--- config.mk ---
export PLATFORM = sky130hd
export DESIGN_NAME = lzrw1_item_bridge
export DESIGN_NICKNAME = d
export VERILOG_FILES = /design/src/rtl/lzrw1_pkg.sv /design/src/rtl/lzrw1_sync_fifo.sv /design/src/rtl/lzrw1_item_bridge.sv
export SDC_FILE = /design/constraint.sdc
export NUM_CORES = 1
export LEC_CHECK = 0
export CAP_MARGIN = 30
export CORE_MARGIN = 8
export CORE_UTILIZATION = 59
export CTS_CLUSTER_DIAMETER = 50
export DETAILED_ROUTE_END_ITERATION = 6
export GPL_ROUTABILITY_DRIVEN = 0
export PLACE_DENSITY_LB_ADDON = 0.15
export SLEW_MARGIN = 10
export SYNTH_ARGS = -nofsm -noshare
export SYNTH_HDL_FRONTEND = slang
export SYNTH_SLANG_ARGS = --single-unit
--- constraint.sdc ---
create_clock -name clock -period 4.03 [get_ports clock]
set_input_delay 0.806 -clock clock [delete_from_list [all_inputs] [get_ports clock]]
set_output_delay 0.806 -clock clock [all_outputs]
set_load 0.02 [all_outputs]
--- src/rtl/lzrw1_pkg.sv ---
// Shared types and constants for the LZRW1 item bridge.
// Items carry one control bit that selects literal or copy payloads.
package lzrw1_pkg;

    typedef enum logic [1:0] {
        StAccept   = 2'd0,
        StDrain    = 2'd1,
        StWaitIdle = 2'd2,
        StDone     = 2'd3
    } bridge_state_t;

    localparam logic CTRL_LITERAL = 1'b0;
    localparam logic CTRL_COPY    = 1'b1;

endpackage

--- src/rtl/lzrw1_sync_fifo.sv ---
// Single-clock FIFO with registered storage, occupancy count and full/empty flags.
// Pointers carry one extra MSB so that full and empty are distinguishable.
module lzrw1_sync_fifo #(
    parameter int unsigned DEPTH = 16,
    parameter int unsigned WIDTH = 17
) (
    input  logic                     clock,
    input  logic                     reset,
    input  logic                     push,
    input  logic [WIDTH-1:0]         wdata,
    input  logic                     pop,
    output logic [WIDTH-1:0]         rdata,
    output logic [$clog2(DEPTH):0]   level,
    output logic                     full,
    output logic                     empty
);

    localparam int unsigned AW = $clog2(DEPTH);

    logic [WIDTH-1:0] mem_q [DEPTH];
    logic [AW:0]      wr_ptr_q;
    logic [AW:0]      rd_ptr_q;
    logic [AW:0]      level_q;
    logic             push_ok;
    logic             pop_ok;

    assign full    = (wr_ptr_q[AW] != rd_ptr_q[AW]) &&
                     (wr_ptr_q[AW-1:0] == rd_ptr_q[AW-1:0]);
    assign empty   = (wr_ptr_q == rd_ptr_q);
    assign push_ok = push && !full;
    assign pop_ok  = pop && !empty;
    assign rdata   = mem_q[rd_ptr_q[AW-1:0]];
    assign level   = level_q;

    always_ff @(posedge clock or posedge reset) begin
        if (reset) begin
            wr_ptr_q <= '0;
            rd_ptr_q <= '0;
            level_q  <= '0;
        end else begin
            if (push_ok) begin
                wr_ptr_q <= wr_ptr_q + 1'b1;
            end
            if (pop_ok) begin
                rd_ptr_q <= rd_ptr_q + 1'b1;
            end
            if (push_ok && !pop_ok) begin
                level_q <= level_q + 1'b1;
            end else if (pop_ok && !push_ok) begin
                level_q <= level_q - 1'b1;
            end
        end
    end

    // Storage needs no reset: contents are only visible through valid pointers.
    always_ff @(posedge clock) begin
        if (push_ok) begin
            mem_q[wr_ptr_q[AW-1:0]] <= wdata;
        end
    end

endmodule

--- src/rtl/lzrw1_item_bridge.sv ---
// Buffers compressor items and issues them one at a time to the decompressor,
// honouring its busy backpressure and tracking end-of-stream completion.
module lzrw1_item_bridge
    import lzrw1_pkg::*;
#(
    parameter int unsigned DEPTH  = 16,
    parameter int unsigned DATA_W = 16,
    parameter int unsigned CNT_W  = 16
) (
    input  logic                    clock,
    input  logic                    reset,
    input  logic                    in_valid,
    output logic                    in_ready,
    input  logic [DATA_W-1:0]       in_data,
    input  logic                    in_ctrl,
    input  logic                    in_last,
    input  logic                    restart,
    output logic [DATA_W-1:0]       dec_data,
    output logic                    dec_ctrl,
    output logic                    dec_valid,
    input  logic                    dec_busy,
    output logic [$clog2(DEPTH):0]  level,
    output logic [CNT_W-1:0]        items_in,
    output logic [CNT_W-1:0]        items_out,
    output logic                    done,
    output logic                    err_push
);

    bridge_state_t     state_q;
    logic [DATA_W-1:0] dec_data_q;
    logic              dec_ctrl_q;
    logic              dec_valid_q;
    logic [CNT_W-1:0]  items_in_q;
    logic [CNT_W-1:0]  items_out_q;
    logic              done_q;
    logic              err_push_q;

    logic              fifo_full;
    logic              fifo_empty;
    logic [DATA_W:0]   fifo_rdata;
    logic              push;
    logic              pop;

    assign in_ready = (state_q == StAccept) && !fifo_full;
    assign push     = in_valid && in_ready;
    // dec_valid_q guard keeps issues two cycles apart while busy rises.
    assign pop      = ((state_q == StAccept) || (state_q == StDrain)) &&
                      !fifo_empty && !dec_busy && !dec_valid_q;

    lzrw1_sync_fifo #(
        .DEPTH (DEPTH),
        .WIDTH (DATA_W + 1)
    ) u_fifo (
        .clock (clock),
        .reset (reset),
        .push  (push),
        .wdata ({in_ctrl, in_data}),
        .pop   (pop),
        .rdata (fifo_rdata),
        .level (level),
        .full  (fifo_full),
        .empty (fifo_empty)
    );

    always_ff @(posedge clock or posedge reset) begin
        if (reset) begin
            state_q     <= StAccept;
            dec_data_q  <= '0;
            dec_ctrl_q  <= 1'b0;
            dec_valid_q <= 1'b0;
            items_in_q  <= '0;
            items_out_q <= '0;
            done_q      <= 1'b0;
            err_push_q  <= 1'b0;
        end else begin
            dec_valid_q <= pop;
            if (pop) begin
                {dec_ctrl_q, dec_data_q} <= fifo_rdata;
                items_out_q              <= items_out_q + 1'b1;
            end
            if (push) begin
                items_in_q <= items_in_q + 1'b1;
            end
            if (in_valid && (state_q != StAccept)) begin
                err_push_q <= 1'b1;
            end

            case (state_q)
                StAccept: begin
                    if (push && in_last) begin
                        state_q <= StDrain;
                    end
                end
                StDrain: begin
                    if (fifo_empty && !pop) begin
                        state_q <= StWaitIdle;
                    end
                end
                StWaitIdle: begin
                    if (!dec_valid_q && !dec_busy) begin
                        state_q <= StDone;
                        done_q  <= 1'b1;
                    end
                end
                StDone: begin
                    // Clears here override the sticky set above.
                    if (restart) begin
                        state_q     <= StAccept;
                        done_q      <= 1'b0;
                        items_in_q  <= '0;
                        items_out_q <= '0;
                        err_push_q  <= 1'b0;
                    end
                end
                default: begin
                    state_q <= StAccept;
                end
            endcase
        end
    end

    assign dec_data  = dec_data_q;
    assign dec_ctrl  = dec_ctrl_q;
    assign dec_valid = dec_valid_q;
    assign items_in  = items_in_q;
    assign items_out = items_out_q;
    assign done      = done_q;
    assign err_push  = err_push_q;

endmodule

Word-level counts from Yosys, hierarchy flattened
Memory sizes are Yosys's and may differ from the RTL's. A register that Yosys moved wholly into a read port is not among the register bits.
Cells that the tools add are included.
{"block": "op_classes", "n_addsub": 6, "mul": 0, "div": 0, "n_lt_le_gt_ge": 0, "eq_ne": 10, "shifts": 0, "mux": 21, "bitwise": 0, "n_reduce_logical": 28}
{"operator": "two-way mux 16 bit", "n": 6}
{"operator": "adder 16 x 1 -> 16 bit, second input constant", "n": 2}
{"operator": "adder 5 x 1 -> 5 bit, second input constant", "n": 3}
{"operator": "logical AND 1 bit", "n": 14}
{"operator": "two-way mux 5 bit", "n": 2}
{"operator": "two-way mux 2 bit", "n": 4}
{"operator": "one-hot mux 2 bit (4 select lines)", "n": 1}
{"operator": "zero test 1 bit", "n": 7}
{"operator": "two-way mux 1 bit", "n": 7}
{"operator": "nonzero test 2 bit", "n": 3}
{"operator": "== test 5 bit", "n": 1}
{"operator": "subtractor 5 x 1 -> 5 bit, second input constant", "n": 1}
{"operator": "== test 2 bit, second input constant", "n": 2}
{"operator": "== test 4 bit", "n": 1}
{"operator": "!= test 2 x 1 -> 1 bit, second input constant", "n": 2}
{"operator": "!= test 2 bit, second input constant", "n": 2}
{"operator": "AND reduction 4 bit", "n": 1}
{"operator": "AND reduction 3 bit", "n": 1}
{"operator": "== test 2 x 1 -> 1 bit, second input constant", "n": 1}
{"operator": "zero test 2 bit", "n": 1}
{"operator": "one-hot mux 1 bit (2 select lines)", "n": 1}
{"operator": "logical OR 1 bit", "n": 1}
{"operator": "!= test 1 bit", "n": 1}
{"block": "totals", "reg_bits": 52, "latch_bits": 0, "ramBits": 272, "mem_bits_ro": 0, "elab_cells": 75, "mem_count": 1}
{"memory": "u_fifo.mem_q", "depth": 16, "word_bits": 17, "rd": 1, "rd_clocked_by_memory_dff": 1, "write_ports": 1, "line_no": "lzrw1_sync_fifo.sv:20", "text": "logic [WIDTH-1:0] mem_q [DEPTH];"}

Depth between registers and ports, before layout
Gate-level depths: netlist of the first run.
{"block": "logic_depth", "word_depth": 10, "ltp_mapped": 15, "ltp_nobuf": 13}

Hierarchy
From an unflattened synthesis of the first run, not the netlist that was laid out.
{"block": "unflattened", "hier_cells": 807, "area_unflattened_um2": 13823.3}
{"mod": "lzrw1_sync_fifo", "n_inst": 1, "cells_each": 527, "area_each_um2": 11255.8, "seq_area_each_um2": 8543.2}
{"mod": "lzrw1_item_bridge", "n_inst": 1, "cells_each": 280, "area_each_um2": 2567.5, "seq_area_each_um2": 1351.3}

Worst setup path before layout of the first run
Ideal clock, no wire load.
{"block": "synth_timing", "path_kind": "in2reg", "startpoint": "input in_valid", "endpoint": "memory u_fifo.mem_q[3][0], enable pin", "setup_time_ps": 413, "t_arrival_ps": 2694, "required_time_ps": 3617, "path_slack_ps": 923, "path_stages": 6, "cell_sequence": "and2_1 -> clkbuf_1 -> o21ai_1 -> inv_1 -> nand2_1 -> nor3_1"}
{"block": "synth_between", "elab_chain_cells": 4}
{"item": "start, declared", "line_no": "lzrw1_item_bridge.sv:12", "text": "input logic in_valid,"}
{"item": "logical AND 1 bit", "line_no": "lzrw1_item_bridge.sv:45", "text": "assign push = in_valid && in_ready;"}
{"item": "logical AND 1 bit", "line_no": "lzrw1_sync_fifo.sv:30", "text": "assign push_ok = push && !full;"}
{"item": "two-way mux 1 bit", "line_no": "lzrw1_sync_fifo.sv:57", "text": "if (push_ok) begin"}
{"item": "two-way mux 1 bit (implied by the code)", "line_no": "lzrw1_sync_fifo.sv:58", "text": "mem_q[wr_ptr_q[AW-1:0]] <= wdata;"}
{"item": "end, declared", "line_no": "lzrw1_sync_fifo.sv:20"}
No other way between the ends.

Final worst setup path of the first run
{"block": "layout_timing", "startpoint": "register u_fifo.wr_ptr_q[2]", "endpoint": "register u_fifo.level_q[4], in the netlist u_fifo.level[4]"}
{"block": "layout_between", "elab_chain_cells": 9, "elab_cells_between_ends": 18, "cone_classes": "eq/ne: 2; mux: 1; reduce/logical: 15"}
{"item": "start, declared", "line_no": "lzrw1_sync_fifo.sv:21", "text": "logic [AW:0] wr_ptr_q;"}
{"item": "start signal, assigned", "line_no": "lzrw1_sync_fifo.sv:42", "text": "wr_ptr_q <= wr_ptr_q + 1'b1;"}
{"item": "== test 5 bit or == test 4 bit (tied branches)", "line_no": "lzrw1_sync_fifo.sv:29, lzrw1_sync_fifo.sv:28"}
{"item": "zero test 1 bit or logical AND 1 bit (tied branches)", "line_no": "lzrw1_sync_fifo.sv:31, lzrw1_item_bridge.sv:48, lzrw1_sync_fifo.sv:27"}
{"item": "logical AND 1 bit or zero test 1 bit (tied branches)", "line_no": "lzrw1_item_bridge.sv:47, lzrw1_sync_fifo.sv:30, lzrw1_item_bridge.sv:44"}
{"item": "logical AND 1 bit (on tied branches)", "line_no": "lzrw1_item_bridge.sv:48, lzrw1_item_bridge.sv:44"}
{"item": "logical AND 1 bit (on tied branches)", "line_no": "lzrw1_item_bridge.sv:48, lzrw1_item_bridge.sv:45"}
{"item": "logical AND 1 bit (on tied branches)", "line_no": "lzrw1_sync_fifo.sv:31, lzrw1_sync_fifo.sv:30"}
{"item": "zero test 1 bit (on tied branches)", "line_no": "lzrw1_sync_fifo.sv:47, lzrw1_sync_fifo.sv:49"}
{"item": "logical AND 1 bit (on tied branches)", "line_no": "lzrw1_sync_fifo.sv:47, lzrw1_sync_fifo.sv:49"}
{"item": "two-way mux 5 bit or nonzero test 2 bit (tied branches)"}
{"item": "end signal, assigned", "line_no": "lzrw1_sync_fifo.sv:48", "text": "level_q <= level_q + 1'b1;"}
{"item": "end signal, assigned", "line_no": "lzrw1_sync_fifo.sv:50", "text": "level_q <= level_q - 1'b1;"}
{"item": "end, declared", "line_no": "lzrw1_sync_fifo.sv:23", "text": "logic [AW:0] level_q;"}
Parallel ways exist; a longest one is shown, timed or not.
A chain may end at the register's enable or synchronous reset.

==> results of run 1 <==
report_power, final:
part           total, W  switching (W)  leakage [nW]  internal, W
Combinational   0.00348        0.00197          1.89      0.00151
Sequential      0.00438       0.000241          3.31      0.00414
Clock           0.00322        0.00130         0.562      0.00192
synth_stat cells (3+ instances only):
cell                          n
sky130_fd_sc_hd__nor2_1      49
sky130_fd_sc_hd__clkbuf_1    16
sky130_fd_sc_hd__o21ai_0      8
sky130_fd_sc_hd__or4_1        6
sky130_fd_sc_hd__nand3_1      5
sky130_fd_sc_hd__buf_4        5
sky130_fd_sc_hd__o211ai_1     5
sky130_fd_sc_hd__mux2i_1     18
sky130_fd_sc_hd__mux2_2      18
sky130_fd_sc_hd__a41o_1       3
sky130_fd_sc_hd__and2_1       5
sky130_fd_sc_hd__buf_6        3
sky130_fd_sc_hd__dfrtp_1     69
sky130_fd_sc_hd__edfxtp_1   272
sky130_fd_sc_hd__o2111ai_1    7
sky130_fd_sc_hd__buf_2       17
sky130_fd_sc_hd__a2111oi_0   17
sky130_fd_sc_hd__nor2b_1     36
sky130_fd_sc_hd__o31ai_1      6
sky130_fd_sc_hd__mux4_2      34
sky130_fd_sc_hd__ha_1        15
sky130_fd_sc_hd__xor2_1      15
sky130_fd_sc_hd__xnor2_1     19
sky130_fd_sc_hd__a211oi_1    19
sky130_fd_sc_hd__a31oi_1      3
sky130_fd_sc_hd__a21oi_1     51
sky130_fd_sc_hd__mux4_1      17
sky130_fd_sc_hd__inv_1       12
sky130_fd_sc_hd__buf_12       3
sky130_fd_sc_hd__nand2_1     26
sky130_fd_sc_hd__and3_1      19
sky130_fd_sc_hd__nand4_1      6
flip-flops by register name (all words and copies together) (netlist names):
register         count
dec_ctrl             1
u_fifo.mem_q       272
items_in            16
u_fifo.level         5
u_fifo.wr_ptr_q      5
dec_valid            1
done                 1
dec_data            16
err_push             1
u_fifo.rd_ptr_q      5
state_q              2
items_out           16
final timing paths:
| path | endpoint | slack (ns) |
|---|---|---|
| hold reg to reg | u_fifo.level[4]$_DFFE_PP0P_ | 0.47 |
| hold / removal | u_fifo.level[4]$_DFFE_PP0P_ | 0.47 |
| max in group asynchronous | state_q[0]$_DFFE_PP0P_ | 2.56 |
| setup / recovery | u_fifo.level[4]$_DFFE_PP0P_ | 0.74 |
| setup reg to reg | u_fifo.level[4]$_DFFE_PP0P_ | 0.74 |
| min in group asynchronous | u_fifo.level[4]$_DFFE_PP0P_ | 0.70 |
stage by stage:
step / setup slack, ns / hold WS (ns) / instances
2_1_floorplan: 0.923 / 0.498 / 833
3_5_place_dp: 0.501 / 0.464 / 1218
3_3_place_gp: 0.555 / 0.460 / 1217
6_report: 0.736 / 0.473 / 1283
5_1_grt: 0.530 / 0.485 / 1283
4_1_cts: 0.776 / 0.473 / 1283
metal layers:
layer  part of all wire (%)  routed length, µm  global-route usage (%)  vias up
met4                    2.5                765                    7.21        0
met3                    7.6               2310                    4.08       56
met1                     41              12600                    28.5     4030
met5                      0                  0                       0        -
li1                       -                  -                       -     3484
met2                     49              14800                    34.6      318
worst register-to-register path: cells and delay by family, from the launching register on:
kind,cells,cell delay [ns]
xor+xnor,3,0.52
flops,1,0.49
buf+inv,2,0.29
fa+ha+maj,2,0.55
compound gates,3,0.89
simple gates,2,0.43
logic make-up after synthesis:
kind of cell / Yosys count / synth area share, %
flip-flops: 341 / 70.2
AO/OA/AOI/OAI: 130 / 6.17
XOR/XNOR: 36 / 2.35
AND/OR/NAND/NOR: 162 / 5.93
multiplexers: 88 / 11.4
adder cells (fa/ha/maj): 16 / 1.47
buffers and inverters: 60 / 2.43
cell type report:
class                   count  area (µm²)
clock inverters            14         128
clock buffers              51        1030
multi-input cells         432        3850
repair buffers            113        1120
flip-flops and latches    341        9900
fillers                  1494        6990
inverters                  13        48.8
well taps                 319         399
==> metrics.yaml, run 1 <==
die:
  initial_utilization_pct: 60.0
  die_h_um: 171
  number_of_placement_rows: 56
  design.core.area_um2: 23500
  design.portCount: 81
  die-area_um2: 29100
  die_width_um: 171
timing:
  f_max_mhz: 304
  timing.final.hold_violations: 0
  final_max_slew_viol_count: 0
  unrepaired_setup_endpoints_after_global_routing: "no"
  slew-limit-headroom_pct: 44.4
  min_tclk_post_route_ns: 3.29
  fin_crit_sh_pct: 81.7
  fin_skew_ns: 0.0155
  worst-slew-pin-transition_ns: 0.834
  finalSetupViolations: 0
  setup-tns-final_ns: 0
synth:
  postSynth.asyncResetShare_pct: 20.2
  synth_area_leader_cell: "sky130_fd_sc_hd__edfxtp_1"
  synth-warning-count: 0
  yosysUniqueCellTypes: 52
  synth_enable_flop_cells: 272
  ys_seq_area_share_pct: 70.2
  synthesis.instances: 833
  yosys.area.top_type_share_pct: 58.0
  synth_top_cells_by_area: "sky130_fd_sc_hd__edfxtp_1 (58%), sky130_fd_sc_hd__dfrtp_1 (12%), sky130_fd_sc_hd__mux4_2 (5.4%), sky130_fd_sc_hd__mux4_1 (3.2%), sky130_fd_sc_hd__a21oi_1 (1.8%)"
  average_instance_area_after_synthesis_um2: 16.9
  ys_ff_latch: 341
  yosys_most_used_dff: "sky130_fd_sc_hd__edfxtp_1"
  netlist_area_um2: 14100
  syn-num-nets: 872
placed_design:
  detailedPlacementHpwl_um: 18700
  placed_cell_area_um2: 15300
  placement.io_buffers: 80
critical_path:
  crit_path_cell_trace: "xnor2_2, nand4_2, o21ai_1, inv_1, ha_1, inv_1, ha_1, a21o_1, a21oi_1, xnor2_1, nor2_1, xor2_1"
  cp-startpoint: "u_fifo.wr_ptr_q[2]$_DFFE_PP0P_"
  criticalPathCategory: "reg -> reg"
  critical_path.max_stage_delay_ns: 0.50
  rr_startpoint: "u_fifo.wr_ptr_q[2]$_DFFE_PP0P_"
  worstSetupPathDepth: 12
  cp-end-kind: "flop"
  r2r_cells: 12
  critical_path_buf_inv_count: 2
  crit_slowest_cell: "sky130_fd_sc_hd__o21ai_1"
  arrival_ns: 3.68
  required_ns: 4.42
  top_cell_family_by_delay_on_the_critical_path: "compound AO/OA/AOI/OAI gates"
  critPathLaunchType: "flop"
  crit_fanout: 14
min_path:
  worstHoldPathCells: 1
  worstHoldPathType: "reg -> reg"
  timing.hold.worst.start: "u_fifo.level[4]$_DFFE_PP0P_"
finish:
  mostFrequentLayoutCells: "sky130_fd_sc_hd__edfxtp_1 (272), sky130_fd_sc_hd__clkdlybuf4s50_1 (80), sky130_fd_sc_hd__dfrtp_1 (67)"
  fin_area_um2: 16500
  drive_above_1_share_pct: 15.1
  postLayoutCoreUtil_pct: 70.2
  signed_area_change_from_the_synthesized_netlist_to_the_final_layout_pct: 17.0
  finish.net_count: 977
  commonest_non_fill_non_tap_cell_in_the_layout: "sky130_fd_sc_hd__edfxtp_1"
  n_antenna_cell: 0
global_routing:
  grt_first_pass_wirelength_um: 46800
  antenna_found_initial: 0
  first_global_vias: 8014
  grt_start_max_net_pins: 63
  grt_overflow: 0
  grtUsageTotal_pct: 21.2
routing:
  final_antenna_net_count: 0
  vias: 7888
  drt-pass1-iter-count: 5
  viasPerCell: 6.15
  totalWireLength_um: 30400
  avgRoutedWirePerCell_um: 23.7
  first_iteration_detailed_routing_drc_count: 886
  route.detailed.drc: 0
cts:
  cts-htree-levels: 2
  post_cts_resized: 0
  cts_hold_buffers: 0
  clock_latency_ns: 0.52
  clk_path_buf_depth: 3
  root_buffer: "sky130_fd_sc_hd__clkbuf_16"
  cts_made_buffers: 37
  cts.sinks: 341
  post-cts-setup-buffers: 0
  tritoncts: "yes"
  cts.clk_slew.worst_paths_ns: 0.06
run_status:
  status: "completed"
pwr:
  worst_ir_drop_vdd_uv: 395
  power_w: 0.0111
  ratio_of_total_power_to_cell_area_nw_per_um2: 672
  cellLeakagePower_nw: 5.76
flow_run:
  max_cap_viol_count: 0
Note: power is estimated with default switching activity, not from simulation.
==> run 2: changes to the inputs <==
==> constraint.sdc (replaced) <==
create_clock -name clock -period 3.3 [get_ports clock]
set_input_delay 0.66 -clock clock [delete_from_list [all_inputs] [get_ports clock]]
set_output_delay 0.66 -clock clock [all_outputs]
set_load 0.02 [all_outputs]
==> metrics.yaml, run 2 (synthesis results as in run 1) <==
die:
  initial_utilization_pct: 60.0
  design.portCount: 81
  die-area_um2: 29100
  number_of_placement_rows: 56
  design.core.area_um2: 23500
  die_h_um: 171
  die_width_um: 171
min_path:
  whs_endpoint: "u_fifo.level[4]$_DFFE_PP0P_"
  timing.hold.worst.start: "u_fifo.level[4]$_DFFE_PP0P_"
  worstHoldPathType: "reg -> reg"
  worstHoldPathCells: 1
timing:
  finalSetupViolations: 0
  unrepaired_setup_endpoints_after_global_routing: "no"
  fin_skew_ns: 0.0205
  fin_crit_sh_pct: 90.9
  finalHoldWorstSlack_ns: 0.473
  f_max_mhz: 333
  worst-slew-pin-transition_ns: 0.733
  min_tclk_post_route_ns: 3.00
  slew-limit-headroom_pct: 51.2
  setup-tns-final_ns: 0
  final_max_slew_viol_count: 0
  timing.final.hold_violations: 0
cts:
  clk_path_buf_depth: 3
  cts.sinks: 341
  root_buffer: "sky130_fd_sc_hd__clkbuf_16"
  cts.clk_slew.worst_paths_ns: 0.06
  post_cts_resized: 0
  clock_latency_ns: 0.52
  cts_made_buffers: 37
  tritoncts: "yes"
  cts_hold_buffers: 0
  cts-htree-levels: 2
  post-cts-setup-buffers: 0
pwr:
  p_sw_w: 0.00436
  comb_power_share_pct: 31.3
  clock_power_share_pct: 29.8
  worst_ir_drop_vdd_uv: 670
  power.share.switching_pct: 31.6
  power.sequential.fraction_pct: 38.9
  ratio_of_total_power_to_cell_area_nw_per_um2: 828
  cell_internal_pwr_w: 0.00942
  cellLeakagePower_nw: 5.84
finish:
  multiInputGateArea_um2: 3850
  layout.cells.non_filler: 1291
  num-fill-cells: 1450
  combined_flip_flop_and_latch_cell_area_um2: 9900
  postLayoutCoreUtil_pct: 70.8
  drive_above_1_share_pct: 16.4
  n_antenna_cell: 0
  signed_area_change_from_the_synthesized_netlist_to_the_final_layout_pct: 18.1
  mostFrequentLayoutCells: "sky130_fd_sc_hd__edfxtp_1 (272), sky130_fd_sc_hd__clkdlybuf4s50_1 (80), sky130_fd_sc_hd__dfrtp_1 (67)"
  largest_register_ffs: 272
  commonest_non_fill_non_tap_cell_in_the_layout: "sky130_fd_sc_hd__edfxtp_1"
  finish.net_count: 984
critical_path:
  arrival_ns: 3.39
  crit_fanout: 9
  crit_slowest_cell: "sky130_fd_sc_hd__dfrtp_1"
  critical_path_buf_inv_count: 1
  critPathLaunchType: "flop"
  crit_path_cell_trace: "xnor2_2, nand4_2, o21ai_1, ha_1, inv_1, fa_1, a21o_1, a21oi_1, xnor2_1, nor2_1, xor2_1"
  r2r_cells: 11
  required_ns: 3.69
  rr_startpoint: "u_fifo.wr_ptr_q[2]$_DFFE_PP0P_"
  critical_path.max_stage_delay_ns: 0.51
  r2r_slack_ns: 0.30
  top_cell_family_by_delay_on_the_critical_path: "adder cells"
  cp-end-kind: "flop"
  criticalPathCategory: "reg -> reg"
  worstReg2RegEnd: "u_fifo.level[4]$_DFFE_PP0P_"
placed_design:
  placement.io_buffers: 80
  numPlacedInstances: 1225
  detailedPlacementHpwl_um: 18500
global_routing:
  grt_start_max_net_pins: 106
  first_global_vias: 8061
  grt_first_pass_wirelength_um: 47600
  grt_overflow: 0
  antenna_found_initial: 0
  grtUsageTotal_pct: 21.7
routing:
  route.detailed.drc: 0
  avgRoutedWirePerCell_um: 24.1
  first_iteration_detailed_routing_drc_count: 1050
  drt-pass1-iter-count: 5
  viasPerCell: 6.14
  vias: 7924
  final_antenna_net_count: 0
  totalWireLength_um: 31100
flow_run:
  max_cap_viol_count: 0
run_status:
  status: "completed"
run 2: worst max-delay path by stage:
stage	startpoint	depth (start not counted)	endpoint	slack (ns)
3_5_place_dp	in_valid	12	u_fifo.level[4]$_DFFE_PP0P_	0.13
6_report	u_fifo.wr_ptr_q[2]$_DFFE_PP0P_	11	u_fifo.level[4]$_DFFE_PP0P_	0.30
2_1_floorplan	state_q[0]$_DFFE_PP0P_	8	u_fifo.mem_q[3][0]$_DFFE_PP_	0.30
3_3_place_gp	dec_busy	12	u_fifo.level[4]$_DFFE_PP0P_	0.18
5_1_grt	u_fifo.rd_ptr_q[1]$_DFFE_PP0P_	12	u_fifo.level[4]$_DFFE_PP0P_	0.16
4_1_cts	u_fifo.wr_ptr_q[2]$_DFFE_PP0P_	4	in_ready	0.32
run 2: routing by layer:
metal  part of all wire [%]  vias to the layer above  track usage [%]  wire (µm)
met5                      0                        -                0          0
met4                    2.1                        0             6.94        646
met3                    7.1                       56             3.85       2220
met2                     50                      321             36.2      15500
met1                     41                     4052             28.7      12800
li1                       -                     3495                -          -
run 2: cell type report:
cell class / count / share of cell area (%)
Clock buffer: 50 / 6.11
Multi-Input combinational cell: 432 / 23.2
Tap cell: 319 / 2.40
Inverter: 13 / 0.293
Sequential cell: 341 / 59.5
Clock inverter: 16 / 1.26
Timing Repair Buffer: 120 / 7.22
run 2: power groups by stage:
stage          clock network (W)  logic, W  registers, W
4_1_cts                  0.00418   0.00433       0.00535
5_1_grt                  0.00433   0.00463       0.00540
2_1_floorplan                  0   0.00280       0.00554
3_5_place_dp                   0   0.00429       0.00544
3_3_place_gp                   0   0.00414       0.00540
6_report                 0.00411   0.00431       0.00536
run 2: metrics by stage:
step / total power (W) / setup slack [ns] / area, µm²
after floorplan: 0.00834 / 0.304 / 14100
after global placement: 0.00954 / 0.181 / 15400
after detailed placement: 0.00973 / 0.130 / 15400
after CTS: 0.0139 / 0.318 / 16600
after global routing: 0.0144 / 0.158 / 16600
final: 0.0138 / 0.301 / 16600
run 2: worst reg2reg max path: stages (launching register included):
cell and delay (ns):
sky130_fd_sc_hd__dfrtp_1 0.51, sky130_fd_sc_hd__xnor2_2 0.24, sky130_fd_sc_hd__nand4_2 0.27, sky130_fd_sc_hd__o21ai_1 0.27, sky130_fd_sc_hd__ha_1 0.27, sky130_fd_sc_hd__inv_1 0.13
sky130_fd_sc_hd__fa_1 0.42, sky130_fd_sc_hd__a21o_1 0.18, sky130_fd_sc_hd__a21oi_1 0.21, sky130_fd_sc_hd__xnor2_1 0.15, sky130_fd_sc_hd__nor2_1 0.07, sky130_fd_sc_hd__xor2_1 0.15
==> run 3: changes to the inputs <==
--- a/config.mk
+++ b/config.mk
@@ -7,7 +7,7 @@
 export LEC_CHECK = 0
 export CAP_MARGIN = 30
 export CORE_MARGIN = 8
-export CORE_UTILIZATION = 59
+export CORE_UTILIZATION = 40
 export CTS_CLUSTER_DIAMETER = 50
 export DETAILED_ROUTE_END_ITERATION = 6
 export GPL_ROUTABILITY_DRIVEN = 0
==> metrics.yaml, run 3 (synthesis results as in run 1) <==
die:
  initial_utilization_pct: 40.7
  die-area_um2: 41500
  design.core.area_um2: 34600
  number_of_placement_rows: 68
  die_h_um: 204
  die_width_um: 204
  design.portCount: 81
critical_path:
  critPathLaunchType: "flop"
  crit_fanout: 8
  critical_path.max_stage_delay_ns: 0.62
  r2r_slack_ns: 0.65
  r2r_cells: 11
  crit_path_cell_trace: "xnor2_2, and4_1, a21oi_1, clkdlybuf4s50_1"
  crit_slowest_cell: "sky130_fd_sc_hd__clkdlybuf4s50_1"
  rr_startpoint: "u_fifo.wr_ptr_q[2]$_DFFE_PP0P_"
  cp-end-kind: "primary output"
  required_ns: 2.64
  criticalPathCategory: "reg -> out"
  worstReg2RegEnd: "u_fifo.level[4]$_DFFE_PP0P_"
  arrival_ns: 2.32
global_routing:
  grt_start_max_net_pins: 62
  top_usage_layer: "met2"
  grtUsageTotal_pct: 15.3
  antenna_found_initial: 0
  first_global_vias: 7721
  grt_first_pass_wirelength_um: 48600
  grt_overflow: 0
  global_route.usage.met2_pct: 24.3
  globalRouteMet3Util_pct: 2.89
  met1_usage_pct: 21.5
timing:
  f_max_mhz: 336
  timing.final.hold_violations: 0
  min_tclk_post_route_ns: 2.98
  fin_crit_sh_pct: 90.2
  slew-limit-headroom_pct: 44.6
  worst-slew-pin-transition_ns: 0.831
  fin_skew_ns: 0.0124
  finalSetupViolations: 0
  unrepaired_setup_endpoints_after_global_routing: "no"
  setup-tns-final_ns: 0
  final_max_slew_viol_count: 0
finish:
  largest_register_ffs: 272
  finish.net_count: 995
  mostFrequentLayoutCells: "sky130_fd_sc_hd__edfxtp_1 (272), sky130_fd_sc_hd__clkdlybuf4s50_1 (80), sky130_fd_sc_hd__dfrtp_1 (67)"
  n_antenna_cell: 0
  drive_above_1_share_pct: 17.7
  signed_area_change_from_the_synthesized_netlist_to_the_final_layout_pct: 20.6
  commonest_non_fill_non_tap_cell_in_the_layout: "sky130_fd_sc_hd__edfxtp_1"
  layout.cells.non_filler: 1443
pwr:
  clock_power_share_pct: 32.5
  cellLeakagePower_nw: 5.96
  p_sw_w: 0.00436
  power.sequential.fraction_pct: 37.6
  power.share.switching_pct: 30.7
  ratio_of_total_power_to_cell_area_nw_per_um2: 837
  comb_power_share_pct: 29.9
  cell_internal_pwr_w: 0.00986
  worst_ir_drop_vdd_uv: 611
placed_design:
  placement.io_buffers: 80
  detailedPlacementHpwl_um: 18400
  numPlacedInstances: 1369
cts:
  post-cts-setup-buffers: 0
  tritoncts: "yes"
  cts-htree-levels: 2
  clk_path_buf_depth: 3
  root_buffer: "sky130_fd_sc_hd__clkbuf_16"
  cts_hold_buffers: 0
  clock_latency_ns: 0.52
  post_cts_resized: 0
  cts_made_buffers: 40
  cts.sinks: 341
  cts.clk_slew.worst_paths_ns: 0.06
routing:
  route.detailed.drc: 0
  vias: 7724
  first_iteration_detailed_routing_drc_count: 393
  avgRoutedWirePerCell_um: 22.2
  drt-pass1-iter-count: 4
  totalWireLength_um: 32100
  viasPerCell: 5.35
  final_antenna_net_count: 0
min_path:
  worstHoldPathType: "in -> async"
run_status:
  status: "completed"
flow_run:
  max_cap_viol_count: 0
-- run 3: through the flow --
step	instance area, µm²	total power [W]	utilization, %	setup slack, ns	hold WS [ns]
after floorplan	14100	0.00834	-	0.304	0.498
after global placement	15600	0.00972	44.9	0.242	0.477
after detailed placement	15600	0.00975	44.9	0.254	0.486
after CTS	17000	0.0144	49.0	0.300	0.499
after global routing	17000	0.0149	49.0	0.220	0.518
final	17000	0.0142	49.0	0.324	0.498
-- run 3: layer usage --
metal	vias to the layer above	wire, µm
met4	0	579
li1	3536	-
met5	-	0
met2	173	14800
met1	3968	15100
met3	47	1640
-- run 3: layout make-up --
class / instances / area, µm²
clock buffers: 54 / 1150
clock inverters: 20 / 264
fillers: 2938 / 17600
inverters: 13 / 50.0
multi-input cells: 432 / 3850
flip-flops and latches: 341 / 9900
well taps: 455 / 569
repair buffers: 128 / 1190
-- run 3: critical path, delay by kind of cell, from the launching register on --
family | cells | cell delay (ns)
AOI/OAI and AO/OA | 1 | 0.18
and+or+nand+nor | 1 | 0.31
buffers and inverters | 1 | 0.62
xor gates and xnor gates | 1 | 0.20
DFF | 1 | 0.49
-- run 3: worst max path at each step --
stage	from	to	slack, ns	cells past startpoint
2_1_floorplan	state_q[0]$_DFFE_PP0P_	u_fifo.mem_q[3][0]$_DFFE_PP_	0.30	8
3_3_place_gp	in_valid	u_fifo.level[4]$_DFFE_PP0P_	0.24	12
3_5_place_dp	in_valid	u_fifo.level[4]$_DFFE_PP0P_	0.25	12
4_1_cts	u_fifo.wr_ptr_q[2]$_DFFE_PP0P_	in_ready	0.30	4
5_1_grt	u_fifo.wr_ptr_q[2]$_DFFE_PP0P_	in_ready	0.22	4
6_report	u_fifo.wr_ptr_q[2]$_DFFE_PP0P_	in_ready	0.32	4
-- run 3: power by group through the flow --
stage | logic [W] | registers [W] | clock network, W
floorplan | 0.00280 | 0.00554 | 0
global placement | 0.00429 | 0.00543 | 0
detailed placement | 0.00431 | 0.00544 | 0
CTS | 0.00432 | 0.00535 | 0.00473
global route | 0.00464 | 0.00540 | 0.00490
finish | 0.00424 | 0.00535 | 0.00462
